===== config.mk =====
export PLATFORM = sky130hd
export DESIGN_NAME = axi_rd_arbiter
export DESIGN_NICKNAME = d
export VERILOG_FILES = /design/src/rtl/axi_rd_arbiter.sv
export SDC_FILE = /design/constraint.sdc
export NUM_CORES = 1
export LEC_CHECK = 0
export BUFFER_PORTS_ARGS = -buffer_cell sky130_fd_sc_hd__buf_2
export CAP_MARGIN = 30
export CORE_AREA = 2 2 99 101
export DETAILED_ROUTE_END_ITERATION = 8
export DIE_AREA = 0 0 101 103
export HOLD_SLACK_MARGIN = 0.08
export PLACE_DENSITY_LB_ADDON = 0.15
export SKIP_CTS_REPAIR_TIMING = 1
export SLEW_MARGIN = 20
export SYNTH_ARGS = -nofsm -noshare
export SYNTH_HDL_FRONTEND = slang
export SYNTH_SLANG_ARGS = --single-unit
export TNS_END_PERCENT = 20

===== constraint.sdc =====
create_clock -name clk -period 4.2 [get_ports clk]
set_clock_uncertainty 0.15 [all_clocks]
set_input_delay 0.63 -clock clk [delete_from_list [all_inputs] [get_ports clk]]
set_output_delay 0.63 -clock clk [all_outputs]
set_load 0.02 [all_outputs]

===== src/rtl/axi_rd_arbiter.sv =====
// axi_rd_arbiter: arbitrates instruction-fetch and load read requests onto a
// single AXI AR channel and routes R-channel beats back by rid (0=inst, 1=data).
// Each requester keeps an outstanding-read counter capped at MAX_OUTSTAND-1.
// Optional macro RD_ARB_RR_EN: round-robin arbitration between the two
// requesters; without it data has fixed priority over inst.
//
// Handshake semantics: an AR transfer happens in exactly the cycle where
// arvalid&arready are both 1; arid/araddr/arsize are held stable while arvalid
// is 1 and arready is 0. An R beat is accepted whenever rvalid is 1 (rready is
// tied high); the matching addr_ok/data_ok pulses are combinational in the
// transfer cycle.
module axi_rd_arbiter #(
    parameter int ADDR_WIDTH   = 32,
    parameter int MAX_OUTSTAND = 5,
    parameter int CNT_WIDTH    = 3
) (
    input  logic                  clk,
    input  logic                  resetn,
    input  logic                  inst_req,
    input  logic [ADDR_WIDTH-1:0] inst_addr,
    output logic                  inst_addr_ok,
    output logic                  inst_data_ok,
    output logic [31:0]           inst_rdata,
    input  logic                  data_req,
    input  logic [ADDR_WIDTH-1:0] data_addr,
    input  logic [2:0]            data_size,
    output logic                  data_addr_ok,
    output logic                  data_data_ok,
    output logic [31:0]           data_rdata,
    output logic [ADDR_WIDTH-1:0] check_addr,
    input  logic                  wr_related,
    output logic [3:0]            arid,
    output logic [ADDR_WIDTH-1:0] araddr,
    output logic [2:0]            arsize,
    output logic                  arvalid,
    input  logic                  arready,
    input  logic [3:0]            rid,
    input  logic [31:0]           rdata,
    input  logic                  rvalid,
    output logic                  rready,
    output logic                  dbg_state
);

    typedef enum logic {IDLE = 1'b0, ISSUE = 1'b1} state_t;

    localparam logic [CNT_WIDTH-1:0] CNT_FULL = CNT_WIDTH'(MAX_OUTSTAND - 1);
    localparam logic [CNT_WIDTH-1:0] CNT_ONE  = CNT_WIDTH'(1);

    state_t                state_q, state_d;
    logic                  grant_q, grant_d;      // 0 = inst, 1 = data
    logic [ADDR_WIDTH-1:0] araddr_q, araddr_d;
    logic [3:0]            arid_q, arid_d;
    logic [2:0]            arsize_q, arsize_d;
    logic [CNT_WIDTH-1:0]  inst_cnt_q, inst_cnt_d;
    logic [CNT_WIDTH-1:0]  data_cnt_q, data_cnt_d;
`ifdef RD_ARB_RR_EN
    logic                  last_grant_q, last_grant_d;
`endif

    logic inst_elig, data_elig, pick_data, ar_hs;
    logic inst_inc, inst_dec, data_inc, data_dec;

    // Eligibility and arbitration; wr_related only matters while IDLE.
    always_comb begin
        inst_elig = (state_q == IDLE) && inst_req && (inst_cnt_q != CNT_FULL);
        data_elig = (state_q == IDLE) && data_req && !wr_related && (data_cnt_q != CNT_FULL);
`ifdef RD_ARB_RR_EN
        pick_data = data_elig && (!inst_elig || !last_grant_q);
`else
        pick_data = data_elig;
`endif
        ar_hs = (state_q == ISSUE) && arready;
    end

    // FSM next state and latched AR fields; fields only change on a new grant.
    always_comb begin
        state_d  = state_q;
        grant_d  = grant_q;
        araddr_d = araddr_q;
        arid_d   = arid_q;
        arsize_d = arsize_q;
        case (state_q)
            IDLE: begin
                if (inst_elig || data_elig) begin
                    state_d  = ISSUE;
                    grant_d  = pick_data;
                    araddr_d = pick_data ? data_addr : inst_addr;
                    arid_d   = pick_data ? 4'd1 : 4'd0;
                    arsize_d = pick_data ? data_size : 3'b010;
                end
            end
            ISSUE: begin
                if (arready) state_d = IDLE;
            end
            default: state_d = IDLE;
        endcase
    end

`ifdef RD_ARB_RR_EN
    // Remember who won the last completed AR so the other side wins a tie.
    always_comb begin
        last_grant_d = last_grant_q;
        if (ar_hs) last_grant_d = grant_q;
    end
`endif

    // Outstanding counters: +1 on AR handshake, -1 on accepted R beat.
    always_comb begin
        inst_inc   = ar_hs && !grant_q;
        data_inc   = ar_hs && grant_q;
        inst_dec   = rvalid && (rid == 4'd0) && (inst_cnt_q != '0);
        data_dec   = rvalid && (rid == 4'd1) && (data_cnt_q != '0);
        inst_cnt_d = inst_cnt_q;
        data_cnt_d = data_cnt_q;
        if (inst_inc && !inst_dec) inst_cnt_d = inst_cnt_q + CNT_ONE;
        if (!inst_inc && inst_dec) inst_cnt_d = inst_cnt_q - CNT_ONE;
        if (data_inc && !data_dec) data_cnt_d = data_cnt_q + CNT_ONE;
        if (!data_inc && data_dec) data_cnt_d = data_cnt_q - CNT_ONE;
    end

    // Outputs; pulses are masked while reset is asserted.
    always_comb begin
        arvalid      = resetn && (state_q == ISSUE);
        arid         = arid_q;
        araddr       = araddr_q;
        arsize       = arsize_q;
        inst_addr_ok = resetn && inst_inc;
        data_addr_ok = resetn && data_inc;
        inst_data_ok = resetn && inst_dec;
        data_data_ok = resetn && data_dec;
        inst_rdata   = rdata;
        data_rdata   = rdata;
        rready       = 1'b1;
        check_addr   = data_addr;
        dbg_state    = (state_q == ISSUE);
    end

    // State register with synchronous active-low reset.
    always_ff @(posedge clk) begin
        if (!resetn) begin
            state_q    <= IDLE;
            grant_q    <= 1'b0;
            araddr_q   <= '0;
            arid_q     <= '0;
            arsize_q   <= '0;
            inst_cnt_q <= '0;
            data_cnt_q <= '0;
        end else begin
            state_q    <= state_d;
            grant_q    <= grant_d;
            araddr_q   <= araddr_d;
            arid_q     <= arid_d;
            arsize_q   <= arsize_d;
            inst_cnt_q <= inst_cnt_d;
            data_cnt_q <= data_cnt_d;
        end
    end

`ifdef RD_ARB_RR_EN
    // Round-robin history register, starts as "inst granted last".
    always_ff @(posedge clk) begin
        if (!resetn) last_grant_q <= 1'b0;
        else         last_grant_q <= last_grant_d;
    end
`endif

endmodule


==> summary.txt, run 1 <==
Outcome
  – Run status: finished, final reports clean

Global route
  – Antenna violations before repair: 0
  – GR Overflow Total: 0
  – GRT Util Overall: 0.1588
  – Vias in the first global route: 2604
  – Largest net degree at the start of global routing: 37
  – First-pass GRT wire length: 13210 um

Logic synthesis
  – Avg Synthesized Cell Area: 8.306 sq um
  – Synth unique cells: 38
  – Gate Count Post-Synth: 365
  – EDFF count, synth: 0
  – Synth top cells by count: buf_4 (104), dfxtp_1 (43), nand3_1 (35), nor3_1 (33), o21ai_0 (33)
  – Post-Syn Area: about 3000 sq um
  – Ranking of synthesized cells by area: dfxtp_1 (28%), buf_4 (26%), a311oi_1 (9.0%), nand3_1 (5.8%), nor3_1 (5.4%)
  – Ys flop type: dfxtp_1
  – Flops & latches, synth: 43
  – Seq/Total Area, Yosys: 0.2839
  – Yosys top cell area share: 0.2839
  – Post-synth ARST share: 0
  – Synth warn: 0
  – Cell accounting for the most synthesized area: dfxtp_1
  – Count leader, synth: buf_4

Critical path
  – Crit-path max FO: 2
  – CP required: 4270 ps
  – Nature of the critical path endpoint: flop
  – Crit start category: input pin
  – Crit-path cells: buf_2, nor4b_1, nor3b_1, ha_1, inv_1, fa_1, xor2_1, or3_1, a21oi_1
  – Crit-path leading delay family: simple AND/OR/NAND/NOR gates
  – Crit-path slowest cell: nor4b_1
  – Crit path buf inv count: 2
  – Kind of critical path: in2reg
  – WP data arrival: between 2000 and 3000 ps
  – R2R setup slack: 1970 ps
  – Max stage delay on crit path: approximately 420 ps

Detailed routing
  – Antenna-violating nets left: 0
  – Drt initial violations: 70
  – Post-DR wirelength/cell: 16.16 um
  – DRC Markers: 0
  – WL final: about 8400 um
  – Vias per cell: 5.091
  – Vias: around 2600
  – Drt first pass iters: 6

Timing
  – Setup TNS: 0 ps
  – Max-slew violation count: 0
  – RSZ-0062 raised after global routing: false
  – Final Cycle Share: 0.6213
  – Worst slew pin tran: 843.9 ps
  – Endpoints failing setup: 0
  – Slew margin rel.: 0.4368
  – Final hold viol count: 0
  – Hold slack: 337.4 ps
  – Fin crit period: 2609 ps
  – Highest Clock Rate: 383.2 MHz

Clock network
  – Clk Latency, worst-skew pair: 290 ps
  – Number of clock sinks: 43
  – CTS tree: yes
  – Clock Tree Buf Depth: 2
  – H-tree levels: 2
  – Num CTS Buffers: 5
  – Clock transition at path regs: around 80 ps
  – Root buffer cell: clkbuf_8

Placed design
  – Post-detail-place hpwl: around 5700 um
  – Placed cells: 509
  – RD Place Congestion: 0.7406
  – Port Buffer Count: 151

Floorplan
  – Initial core utilization: 0.3205
  – FP Rows: 36
  – Num ports: 252
  – Die area: 10400 sq um
  – Die height: 103 um
  – DIE WIDTH: 101 um
  – CORE AREA: 9459 sq um

Power and ir drop
  – Maximum vdd drop: roughly 140 uV
  – Lkg Pwr: 1.373 nW
  – Power per cell area: 313.5 nW/um^2

Final layout
  – # diodes: 0
  – Fill count: around 1000
  – Layout Nets: just over 500
  – Layout area overhead: 2.889%
  – Fin cells: about 520
  – Share of layout cells above drive strength 1: 0.4243

Run
  – Max Cap Violations: 0

Hold path
  – Min-delay worst type: reg2reg
## metal layers
metal / routed length, um / track usage / vias up / share of wire
met5: 0 / 0 / - / 0
met4: 78 / 0.04054 / 0 / 0.0093
met3: 633 / 0.04136 / 10 / 0.076
met2: 3866 / 0.2656 / 115 / 0.46
met1: 3774 / 0.2046 / 1239 / 0.45
li1: - / - / 1268 / -
## tightest hold or removal path, stage by stage (launching register included)
cell and delay (ps):
dfxtp_1 320, o221ai_1 60, a21oi_1 70
## layout make-up
cell class / instances / area, sq um / share of cell area
clock buffer: 7 / 76.32 / 0.02447
multi-input combinational: 187 / 1200 / 0.3847
inverter: 7 / 26.28 / 0.008424
tap: 114 / 142.6 / 0.04573
clock inverter: 1 / 5.005 / 0.001604
timing repair buffer: 158 / 808.3 / 0.2591
sequential: 43 / 860.8 / 0.2760
## cell usage in the layout (no fill, tap or decap), types with 2 or more instances in the layout
cell	n
clkbuf_8	5
dfxtp_1	43
xor2_1	4
nor2_1	7
o21ai_0	33
nor3_1	33
a311oi_1	31
o21ai_1	2
inv_1	7
nand3_1	35
or3_1	2
or3b_1	2
conb_1	4
buf_2	151
nor3b_4	2
fa_1	2
and2_1	3
clkbuf_1	2
a21oi_1	7
o221ai_1	2
buf_4	7
ha_1	2
## where the power goes
group	switching [mW]	internal (mW)	total, mW
clock network	0.147	0.117	0.264
logic	0.159	0.0955	0.255
registers	0.0190	0.440	0.459
## stage by stage
step	worst slack (ps)	cell area [sq um]	util	total power [mW]
final	1591	3119	0.3298	0.9778
after detailed placement	1267	3038	0.3212	0.7274
after floorplan	1596	3039	-	0.7340
after global routing	1327	3119	0.3298	1.038
after CTS	1590	3119	0.3298	0.9959
after global placement	1357	3038	0.3212	0.7267
## final timing paths
path,start,endpoint,depth (start not counted)
worst max-delay path,rid[1],inst_cnt_q[2],9
worst min-delay path,arsize[0],arsize[0],2
worst max register to register,inst_cnt_q[0],inst_cnt_q[2],8
worst min register to register,arsize[0],arsize[0],2
## registers in the layout, summed over array words and instances, names as in the netlist
signal	count
araddr	32
inst_cnt_q	3
arsize	3
grant_q	1
dbg_state	1
data_cnt_q	3
## kinds of logic after synthesis
kind of cell / Yosys count / synth area share
xor gates and xnor gates: 4 / 0.01155
adders and majority gates: 4 / 0.02146
and+or+nand+nor: 95 / 0.1758
other: 2 / 0.002477
buffers and inverters: 137 / 0.3236
AOI/OAI and AO/OA: 80 / 0.1812
DFF: 43 / 0.2839
Power figures use the tool's default switching activity.
==> run 2: changes to the inputs <==
- ABC_AREA: default -> 1
- CORE_AREA: 2 2 99 101 -> 2 2 98 100
- DIE_AREA: 0 0 101 103 -> 0 0 100 102
- clock period: 4.2 -> 2.7 ns (I/O delays scaled with it)
==> summary.txt, run 2 <==
Final layout
  – Reg area: 860.8 sq um
  – Final instance area: 3327 sq um
  – Largest register FFs: 32
  – Commonest non-fill, non-tap cell in the layout: buf_2
  – Layout Nets: 629
  – # diodes: 0
  – Fill count: 1052
  – Fin util: 0.3652
  – Share of layout cells above drive strength 1: 0.3295
  – Layout area overhead: 5.057%
  – Multi-input logic area: 1346 sq um
  – Most frequent cells in the layout: buf_2 (151), nand2_1 (107), nor2_1 (81)

Detailed routing
  – DRC Markers: 0
  – Vias per cell: 4.522
  – WL final: 8224 um
  – Antenna-violating nets left: 0
  – Drt initial violations: 90
  – Post-DR wirelength/cell: roughly 13 um
  – Drt first pass iters: 4
  – Vias: 2835

Power and ir drop
  – Switching fraction of total power: 0.3396
  – Logic pwr share: 0.315
  – Clk pwr share: 0.261
  – Net load switching power: 583.0 uW
  – Lkg Pwr: 1.851 nW
  – Sequential Power Share: 0.424
  – Maximum vdd drop: 316.7 uV
  – Power Internal: about 1.1 mW
  – Power per cell area: 516.0 nW/um^2

Floorplan
  – Initial core utilization: 0.3477
  – CORE AREA: 9109 sq um
  – Die area: between 10000 and 15000 sq um
  – Num ports: around 250
  – FP Rows: 35
  – Die height: approximately 100 um
  – DIE WIDTH: 100 um

Placed design
  – Worst slack at placement: 508.3 ps
  – Post-detail-place hpwl: 5949 um
  – Port Buffer Count: 151
  – Cell Area, Placed: 3227 sq um
  – RD Place Congestion: 0.7556

Timing
  – Hold slack: 222.3 ps
  – Fin crit period: 1920 ps
  – Slew margin rel.: 0.6118
  – Final hold viol count: 0
  – Highest Clock Rate: roughly 520 MHz
  – Endpoints failing setup: 0
  – Final WS setup: roughly 800 ps
  – Worst slew pin tran: 581.5 ps
  – Setup TNS: 0 ps
  – Final Cycle Share: 0.7110
  – RSZ-0062 raised after global routing: false
  – Max-slew violation count: 0

Logic synthesis
  – Avg Synthesized Cell Area: approximately 6.7 sq um
  – Synth unique cells: 22
  – Synth warn: 0
  – Post-Syn Area: 3167 sq um
  – Ranking of synthesized cells by area: dfxtp_1 (27%), buf_4 (24%), nand2_1 (13%), nor2_1 (9.6%), nand3b_1 (7.8%)
  – Seq/Total Area, Yosys: 0.2718
  – EDFF count, synth: 0
  – Post-synth ARST share: 0
  – Synth top cells by count: nand2_1 (107), buf_4 (102), nor2_1 (81), dfxtp_1 (43), nand3_1 (37)
  – Count leader, synth: nand2_1
  – Gate Count Post-Synth: 475
  – Yosys top cell area share: 0.2718
  – Ys flop type: dfxtp_1
  – Cell accounting for the most synthesized area: dfxtp_1
  – Flops & latches, synth: 43

Critical path
  – Kind of critical path: reg2reg
  – CP required: approximately 2800 ps
  – Crit start category: flop
  – WP data arrival: approximately 2000 ps
  – Crit-path leading delay family: adder cells
  – Crit-path slowest cell: dfxtp_1
  – Crit-path cells: nor3_1, nor2_1, nand3_1, inv_1, ha_1, inv_1, fa_1, a21oi_1, o21ai_0, nand2_1, nand2_1, nor2_1
  – Max stage delay on crit path: about 370 ps
  – Crit-path max FO: 3
  – Nature of the critical path endpoint: flop
  – Crit path buf inv count: 2

Clock network
  – H-tree levels: 2
  – CTS tree: yes
  – Clock Tree Buf Depth: 2
  – Num CTS Buffers: 5
  – Clk Latency, worst-skew pair: approximately 290 ps
  – Clock transition at path regs: about 80 ps
  – Root buffer cell: clkbuf_8
  – Number of clock sinks: 43

Run
  – Max Cap Violations: 0

Global route
  – GRT Util Overall: 0.1535
  – First-pass GRT wire length: 12610 um
  – Largest net degree at the start of global routing: between 60 and 70
  – GR Overflow Total: 0
  – Vias in the first global route: 2557
  – Antenna violations before repair: 0

Hold path
  – Min-delay worst type: in2reg

Outcome
  – Run status: finished, final reports clean
==> run 2: cells by family after synthesis <==
kind of cell / synth area share
AOI/OAI and AO/OA: 0.02686
adders and majority gates: 0.02054
buffers and inverters: 0.3054
DFF: 0.2718
other: 0.002371
and+or+nand+nor: 0.3730
==> run 2: metal layers <==
layer	routed length [um]	track usage	up-vias
li1	-	-	1455
met1	3435	0.1849	1237
met2	4090	0.2775	137
met3	643	0.03899	6
met4	54	0.03267	0
met5	0	0	-
==> run 2: through the flow <==
step	power, mW	instances
detailed placement	1.290	619
global route	1.843	627
global placement	1.286	619
finish	1.717	627
floorplan	1.273	477
CTS	1.751	627
==> run 2: area by class of cell <==
type                            count  area share
Multi-Input combinational cell    289      0.4047
Inverter                           20     0.02256
Clock buffer                        8     0.03009
Tap cell                          111     0.04174
Sequential cell                    43      0.2587
Timing Repair Buffer              156      0.2422
==> run 2: worst register-to-register path, stage by stage (launching register included) <==
cell     delay, ps
dfxtp_1        370
nor3_1          70
nor2_1          80
nand3_1         90
inv_1           60
ha_1           130
inv_1           70
fa_1           370
a21oi_1        150
o21ai_0        120
nand2_1         80
nand2_1         50
nor2_1          80
==> run 2: power groups by stage <==
stage	logic (mW)	clock network, mW	registers (mW)
2_1_floorplan	0.461	0	0.812
3_3_place_gp	0.546	0	0.740
3_5_place_dp	0.548	0	0.742
4_1_cts	0.550	0.473	0.728
5_1_grt	0.603	0.505	0.735
6_report	0.541	0.449	0.728
==> run 2: worst paths after layout <==
kind	start	end	slack [ps]	depth (start not counted)
hold / removal	data_size[0]	arsize[0]	220	3
setup reg to reg	data_cnt_q[2]	data_cnt_q[2]	780	12
hold reg to reg	arsize[0]	arsize[0]	330	2
setup / recovery	data_cnt_q[2]	data_cnt_q[2]	780	12
==> run 3: changes to the inputs <==
- CORE_AREA: 2 2 98 100 -> 2 2 97 99
- DIE_AREA: 0 0 100 102 -> 0 0 99 101
- clock period: 2.7 -> 1.71 ns (I/O delays scaled with it)
==> summary.txt, run 3 (synthesized netlist as in run 2, its figures left out) <==
Detailed routing
  – Vias per cell: 4.434
  – Drt first pass iters: 4
  – Post-DR wirelength/cell: ~12 um
  – Drt initial violations: 127
  – Vias: 2838
  – DRC Markers: 0
  – Antenna-violating nets left: 0
  – WL final: 7927 um

Placed design
  – RD Place Congestion: 0.7622
  – Post-detail-place hpwl: 5904 um
  – Port Buffer Count: 151

Power and ir drop
  – Power per cell area: roughly 790 nW/um^2
  – Lkg Pwr: 1.930 nW
  – Maximum vdd drop: 304.6 uV
  – Final Power: 2.749 mW

Hold path
  – Hold-critical path depth: 3
  – Min-delay worst type: in2reg

Final layout
  – Largest register FFs: 32
  – # diodes: 0
  – Layout area overhead: 10.27%
  – Multi-input logic area: 1363 sq um
  – Fin util: 0.3890
  – Share of layout cells above drive strength 1: 0.3592
  – Reg area: 865.8 sq um
  – Commonest non-fill, non-tap cell in the layout: buf_2
  – Most frequent cells in the layout: buf_2 (150), nand2_1 (107), nor2_1 (81)
  – Fill count: 973
  – Layout Nets: 642

Timing
  – Fin crit period: 1766 ps
  – Endpoints failing setup: 3
  – Final hold viol count: 0
  – Final WS setup: -55.83 ps
  – Highest Clock Rate: between 500 and 600 MHz
  – Max-slew violation count: 0
  – RSZ-0062 raised after global routing: true
  – Final Cycle Share: 1.033

Critical path
  – Crit-path cells: nor3_1, nor2_1, nand3_1, inv_1, ha_1, inv_1, fa_2, a21oi_2, o21ai_1, nor2_1, nor2_1
  – Crit-path slowest cell: dfxtp_2
  – Reg2Reg Depth: 11
  – Crit start category: flop
  – Most used cell along the critical path: nor2_1
  – Crit path buf inv count: 2
  – Kind of critical path: reg2reg
  – Nature of the critical path endpoint: flop
  – CP Depth: 11
  – Crit-path leading delay family: adder cells
  – CP required: 1750 ps
  – WP data arrival: 1800 ps
  – Max stage delay on crit path: between 300 and 400 ps
  – Crit-path max FO: 3

Run
  – Max Cap Violations: 0

Floorplan
  – FP Rows: 35
  – Die height: 101 um
  – Die area: 9999 sq um
  – DIE WIDTH: 99 um
  – CORE AREA: around 9000 sq um
  – Num ports: 252
  – Initial core utilization: 0.3528

Global route
  – M3 GR Usage: 0.04785
  – M1 GR Usage: 0.1842
  – Largest net degree at the start of global routing: 36
  – Grt peak-use layer: met2
  – Antenna violations before repair: 0
  – First-pass GRT wire length: 12390 um
  – Met2 GRT Util: 0.2599
  – GR Overflow Total: 0
  – GRT Util Overall: 0.1520
  – Vias in the first global route: 2551

Clock network
  – Clock Tree Buf Depth: 2
  – CTS tree: yes
  – Num CTS Buffers: 5
  – Root buffer cell: clkbuf_8
  – Clk Latency, worst-skew pair: ~290 ps
  – Number of clock sinks: 43
  – Clock transition at path regs: 80 ps
  – H-tree levels: 2

Outcome
  – Failing checks: setup timing
  – Run status: finished with violations
[run 3: changes by cell type in the layout (fill, tap and decap cells not counted), sizes merged]
cell / delta
dlygate4sd3: +2
inv: -1
buf: +11
bufinv: +1
[run 3: path summary, 6_finish.rpt]
kind,start,end,slack (ps)
worst min-delay path,data_size[1],arsize[1],80
worst max-delay path,data_cnt_q[2],data_cnt_q[2],-60
worst max register to register,data_cnt_q[2],data_cnt_q[2],-60
worst min register to register,arsize[2],arsize[2],330
[run 3: layout make-up]
type / instances / share of cell area
flip-flops and latches: 43 / 0.2479
inverters: 20 / 0.02902
clock buffers: 8 / 0.02866
multi-input cells: 289 / 0.3902
well taps: 111 / 0.03977
repair buffers: 169 / 0.2644
[run 3: metrics by stage]
stage               TNS [ps]  worst slack (ps)  area [sq um]  hold slack (ps)  instances
CTS                    -1882            -92.03          3412            43.74        636
finish                -147.1            -55.83          3492            80.36        640
floorplan             -4.486            -4.486          3179            252.0        477
global route          -818.8            -252.5          3492            82.09        640
detailed placement     -1482            -179.1          3312            318.8        628
global placement      -589.1            -173.7          3312            313.7        628
[run 3: layer usage]
layer | share of wire | vias to the layer above
met2 | 0.49 | 131
met4 | 0.0043 | 0
li1 | - | 1484
met3 | 0.085 | 2
met5 | 0 | -
met1 | 0.42 | 1221
[run 3: power breakdown]
part | internal (mW) | switching (mW) | total [mW]
Sequential | 1.10 | 0.0460 | 1.15
Combinational | 0.360 | 0.535 | 0.895
Clock | 0.369 | 0.338 | 0.707
[run 3: tightest hold or removal path, delay by kind of cell]
family          cells  cell delay (ps)
compound gates      1               70
simple gates        1               80
buf+inv             1               80
